`config.mk`:
```
export PLATFORM = sky130hd
export DESIGN_NAME = wash_controller
export DESIGN_NICKNAME = d
export VERILOG_FILES = /design/src/rtl/wash_controller.sv
export SDC_FILE = /design/constraint.sdc
export NUM_CORES = 1
export LEC_CHECK = 0
export ABC_AREA = 0
export CORE_ASPECT_RATIO = 0.7
export CORE_MARGIN = 4
export CORE_UTILIZATION = 60
export DETAILED_ROUTE_END_ITERATION = 6
export PLACE_DENSITY = 0.82
export SLEW_MARGIN = 20
export SYNTH_ARGS = -nofsm -noshare
export SYNTH_HDL_FRONTEND = slang
export SYNTH_SLANG_ARGS = --single-unit
```
`constraint.sdc`:
```
create_clock -name clk -period 5 [get_ports clk]
set_clock_uncertainty 0.2 [all_clocks]
set_input_delay 1 -clock clk [delete_from_list [all_inputs] [get_ports clk]]
set_output_delay 1 -clock clk [all_outputs]
set_load 0.05 [all_outputs]
```
`src/rtl/wash_controller.sv`:
```
// Washing-machine programme sequencer (WASH -> RINSE -> SPIN) with pause/resume,
// driving the two-digit remaining/total time display and the water-level indicator.
module wash_controller #(
    parameter int TICK_DIV  = 50000000,
    parameter int WASH_T    = 9,
    parameter int RINSE_T   = 6,
    parameter int SPIN_T    = 3,
    parameter int WATER_LVL = 3
) (
    input  logic       clk,
    input  logic       rst,
    input  logic       power_btn,
    input  logic       start_btn,
    input  logic       mode_btn,
    output logic       power_light,
    output logic [6:0] current_time,
    output logic [6:0] total_time,
    output logic [2:0] current_water,
    output logic [2:0] phase,
    output logic       done
);

    typedef enum logic [2:0] {
        S_OFF   = 3'd0,
        S_IDLE  = 3'd1,
        S_WASH  = 3'd2,
        S_RINSE = 3'd3,
        S_SPIN  = 3'd4,
        S_PAUSE = 3'd5,
        S_DONE  = 3'd6
    } state_t;

    localparam int              DIV_W     = $clog2(TICK_DIV);
    localparam logic [DIV_W-1:0] DIV_LAST = DIV_W'(TICK_DIV - 1);
    localparam logic [6:0]      LEN_WASH  = 7'(WASH_T);
    localparam logic [6:0]      LEN_RINSE = 7'(RINSE_T);
    localparam logic [6:0]      LEN_SPIN  = 7'(SPIN_T);
    localparam logic [6:0]      SUM_P0    = 7'(WASH_T + RINSE_T + SPIN_T);
    localparam logic [6:0]      SUM_P1    = 7'(RINSE_T + SPIN_T);
    localparam logic [2:0]      WATER     = 3'(WATER_LVL);

    state_t           r_state, r_saved;
    logic [1:0]       r_prog;
    logic [DIV_W-1:0] r_div;
    logic [6:0]       r_left, r_cur, r_total;
    logic             r_power_q, r_start_q, r_mode_q;

    state_t           w_state_nxt, w_saved_nxt;
    logic [1:0]       w_prog_nxt;
    logic [DIV_W-1:0] w_div_nxt;
    logic [6:0]       w_left_nxt, w_cur_nxt, w_total_nxt;
    logic             w_power_edge, w_start_edge, w_mode_edge, w_tick;

    function automatic logic [6:0] prog_sum(input logic [1:0] prog);
        case (prog)
            2'd0:    return SUM_P0;
            2'd1:    return SUM_P1;
            default: return LEN_SPIN;
        endcase
    endfunction

    assign w_power_edge = power_btn & ~r_power_q;
    assign w_start_edge = start_btn & ~r_start_q;
    assign w_mode_edge  = mode_btn  & ~r_mode_q;
    assign w_tick       = (r_state == S_WASH || r_state == S_RINSE || r_state == S_SPIN)
                          && (r_div == DIV_LAST);

    always_comb begin
        // NOTE: every next-value gets a hold default first, so no path leaves one unassigned (no latch).
        w_state_nxt = r_state;
        w_saved_nxt = r_saved;
        w_prog_nxt  = r_prog;
        w_div_nxt   = r_div;
        w_left_nxt  = r_left;
        w_cur_nxt   = r_cur;
        w_total_nxt = r_total;

        if (r_state != S_OFF && w_power_edge) begin
            w_state_nxt = S_OFF;
            w_prog_nxt  = 2'd0;
            w_div_nxt   = '0;
            w_left_nxt  = '0;
            w_cur_nxt   = '0;
            w_total_nxt = '0;
        end else begin
            case (r_state)
                S_OFF: if (w_power_edge) begin
                    w_state_nxt = S_IDLE;
                    w_prog_nxt  = 2'd0;
                    w_cur_nxt   = SUM_P0;
                    w_total_nxt = SUM_P0;
                end
                S_IDLE: if (w_start_edge) begin
                    w_div_nxt = '0;
                    case (r_prog)
                        2'd0:    begin w_state_nxt = S_WASH;  w_left_nxt = LEN_WASH;  end
                        2'd1:    begin w_state_nxt = S_RINSE; w_left_nxt = LEN_RINSE; end
                        default: begin w_state_nxt = S_SPIN;  w_left_nxt = LEN_SPIN;  end
                    endcase
                end else if (w_mode_edge) begin
                    w_prog_nxt  = (r_prog == 2'd2) ? 2'd0 : r_prog + 2'd1;
                    w_cur_nxt   = prog_sum(w_prog_nxt);
                    w_total_nxt = prog_sum(w_prog_nxt);
                end
                S_WASH, S_RINSE, S_SPIN: if (w_start_edge) begin
                    // Pausing on a terminal count leaves the divider there, so the tick lands right after resume.
                    w_saved_nxt = r_state;
                    w_state_nxt = S_PAUSE;
                end else begin
                    w_div_nxt = w_tick ? '0 : r_div + 1'b1;
                    if (w_tick) begin
                        w_cur_nxt  = r_cur - 7'd1;
                        w_left_nxt = r_left - 7'd1;
                        if (r_left == 7'd1) begin
                            case (r_state)
                                S_WASH:  begin w_state_nxt = S_RINSE; w_left_nxt = LEN_RINSE; end
                                S_RINSE: begin w_state_nxt = S_SPIN;  w_left_nxt = LEN_SPIN;  end
                                default: w_state_nxt = S_DONE;
                            endcase
                        end
                    end
                end
                S_PAUSE: if (w_start_edge) w_state_nxt = r_saved;
                S_DONE: if (w_start_edge) begin
                    w_state_nxt = S_IDLE;
                    w_cur_nxt   = prog_sum(r_prog);
                    w_total_nxt = prog_sum(r_prog);
                end
                default: w_state_nxt = S_OFF;
            endcase
        end
    end

    always_ff @(posedge clk) begin
        // NOTE: non-blocking assignments so every register samples the pre-edge values together.
        if (rst) begin
            r_state   <= S_OFF;
            r_saved   <= S_OFF;
            r_prog    <= 2'd0;
            r_div     <= '0;
            r_left    <= '0;
            r_cur     <= '0;
            r_total   <= '0;
            r_power_q <= 1'b0;
            r_start_q <= 1'b0;
            r_mode_q  <= 1'b0;
        end else begin
            r_state   <= w_state_nxt;
            r_saved   <= w_saved_nxt;
            r_prog    <= w_prog_nxt;
            r_div     <= w_div_nxt;
            r_left    <= w_left_nxt;
            r_cur     <= w_cur_nxt;
            r_total   <= w_total_nxt;
            r_power_q <= power_btn;
            r_start_q <= start_btn;
            r_mode_q  <= mode_btn;
        end
    end

    assign power_light   = (r_state != S_OFF);
    assign current_time  = r_cur;
    assign total_time    = r_total;
    assign current_water = (r_state == S_WASH || r_state == S_RINSE) ? WATER : 3'd0;
    assign phase         = r_state;
    assign done          = (r_state == S_DONE);

endmodule

```
==> run summary <==
Status -> finished, final reports clean
Synthesized-area fraction occupied by adder cells -> 1.593%
Largest family of logic cells by synthesized area -> simple AND/OR/NAND/NOR gates
Fin. max-slew vios -> 0
Power Total -> 2.273 mW
Syn Std Cell Area -> 3142 sq um
Initial antenna violation count -> 0
Most used routing layer -> met1
Post-synth EDFFs -> 0
Worst Path Required -> 4.97 ns
Htree depth -> 2
Layout fillers -> 403
Top cells by area, synth -> dfxtp_1, xor2_1, a21oi_1
Worst Setup Path Type -> in -> reg
Share of flip-flops with an asynchronous set or reset -> 0%
DP HPWL -> 5029 um
Hold-fix buffers at CTS -> 0
Post-synthesis mux area share -> 1.951%
Diodes inserted -> 0
Final Cycle Share -> 74.88%
Clk root buf -> clkbuf_8
GR Util met3 -> 4.230%
Drt wl/cell -> 15.52 um
Total track usage -> 22.90%
IO buf count -> 22
CTS tree -> done
Final wirelength -> 7030 um
Cell area power density -> 660.2 nW/um^2
Share of post-route cells with drive strength above 1 -> 9.115%
Largest net degree at the start of global routing -> 27
Post_cts resized -> 0
Sw power -> 1.126 mW
Worst setup SP type -> input port
Syn Inst Count -> 375
Leading cell types in the layout, fill and taps excluded -> dfxtp_1, nor2_1, a21oi_1
Lkg Pwr -> 1.259 nW
Sw Share -> 49.53%
DRT Pass-1 Iters -> 5
Min cycle time layout -> 3.744 ns
Post-synthesis xor/xnor area fraction -> 6.969%
Clock latency on the worst-skew pair -> 0.32 ns
DR iter-0 viols -> 295
Peak VDD IR -> 397.4 uV
Crit end category -> flop
Fmax achieved -> 0.2671 GHz
Number of synthesis warnings -> 0
Grt met1 use -> 35.16%
Register area -> 1101 sq um
IO Pins -> 27
Antenna viol nets, final -> 0
Top cell type's share of synthesized area -> 35.05%
Max_cap viols -> 0
Global-route wire length before repair -> 11610 um
Logic gate share of total power -> 57.4%
RD Place Congestion -> 0.8945
Number of CTS-inserted buffers -> 5
Clk buf depth -> 2
TNS Setup -> 0 ns
Yosys cell types -> 69
Placement Rows -> 21
Initial Util -> 63.94%
Clock Power Share -> 13.9%
GR Util met2 -> 32.51%
Vias per inst -> 6.110
Via Count -> 2768
Type of the worst min-delay path -> reg -> reg
Seq cells post-synth -> 55
Setup bufs post-CTS -> 0
Die Width -> 94.49 um
Die ar. -> 6476 sq um
RSZ-0062 raised after global routing -> false
Nets -> 392
Final hold violation count -> 0
CP arrival -> 3.72 ns
Compound-cell area share of the yosys netlist -> 16.05%
Area occupied by multi-input gates -> 1851 sq um
Core footprint -> 4913 sq um
DRC violations left -> 0
Die height -> 68.54 um
Post-synth top flop -> dfxtp_1
CTS sink cnt -> 55
Post-synthesis simple-gate area fraction -> 31.74%
Area leader, netlist -> dfxtp_1
Final Setup Violations -> 0
Rel. slew slack -> 39.55%
Crit-path max FO -> 26
Part of the power in registers -> 28.8%
Internal power -> 1.147 mW
CTS clk-pin slew, worst paths -> 0.10 ns
Syn-to-layout area delta -> 9.598%
Seq/Total Area, Yosys -> 35.05%
Gr ovfl total -> 0
Slew at the pin closest to its max-slew limit -> 0.9046 ns
Vias in the first global route -> 2402
Average size of a mapped cell -> 8.378 sq um
Commonest non-fill, non-tap cell in the layout -> dfxtp_1
state kept, by name, indices dropped and copies added (netlist names):
name	count
r_mode_q	1
total_time	4
r_prog	2
current_time	7
r_div	26
r_power_q	1
r_start_q	1
r_left	7
r_saved	3
phase	3
path summary, 6_finish.rpt:
check	slack, ns	start	end	cells after the start
max	1.26	start_btn	r_div[6]	7
min	0.26	r_saved[1]	r_saved[1]	2
max reg2reg	1.92	phase[0]	r_div[6]	6
min reg2reg	0.26	r_saved[1]	r_saved[1]	2
stage by stage:
step	cell area, sq um	util (%)	cells	setup WS, ns	hold slack, ns
3_3_place_gp	3322	67.61	445	1.092	0.2459
3_5_place_dp	3322	67.61	445	0.9592	0.2510
6_report	3443	70.08	453	1.256	0.2627
4_1_cts	3443	70.08	453	1.284	0.2678
5_1_grt	3443	70.08	453	1.027	0.2964
2_1_floorplan	3153	-	378	2.286	0.2303
synth_stat cells, drive strengths merged, types with 2 or more instances:
cell type  count
a21oi         34
a31oi          2
or2            2
clkbuf        14
nor2          41
o211ai         2
a211oi         3
and4           7
ha             4
o221ai         3
nor3           8
mux2i          5
nor2b          7
nand3b         2
nand3         18
nand2         21
and3           6
nand2b         6
nor3b          2
nand4         20
dfxtp         55
o21ai         17
o31ai          4
nor4           4
xnor2          2
xor2          23
and2           5
inv           11
a21o           2
nor4b          2
buf           13
or3            7
or4            4
power groups by stage:
stage | Combinational, mW | Sequential, mW | Clock, mW
6_report | 1.30 | 0.654 | 0.316
5_1_grt | 1.41 | 0.670 | 0.341
4_1_cts | 1.29 | 0.649 | 0.320
3_5_place_dp | 1.28 | 0.660 | 0
3_3_place_gp | 1.26 | 0.657 | 0
2_1_floorplan | 0.915 | 0.756 | 0
cell type report:
cell class | instances | area share (%)
Sequential cell | 55 | 31.98
Tap cell | 69 | 2.507
Clock inverter | 2 | 1.126
Timing Repair Buffer | 25 | 7.049
Clock buffer | 6 | 2.398
Multi-Input combinational cell | 285 | 53.74
Inverter | 11 | 1.199
critical path: stages:
cell and delay, ns:
clkdlybuf4s50_1 0.51, nor2b_1 0.47, mux2i_1 0.17, o21ai_2 0.52, nand2_1 0.18, nand2_1 0.72, nor3_1 0.14
cells by family after synthesis:
logic type	count (synthesis)
AOI/OAI and AO/OA	80
buffers and inverters	38
and+or+nand+nor	166
DFF	55
adders and majority gates	4
xor gates and xnor gates	25
muxes	6
other	1
per-layer routing:
metal | vias up | wire length [um] | part of all wire (%)
met2 | 112 | 2898 | 41
met3 | 8 | 516 | 7.3
li1 | 1359 | - | -
met1 | 1289 | 3562 | 51
met5 | - | 0 | 0
met4 | 0 | 53 | 0.75
Power figures use the tool's default switching activity.
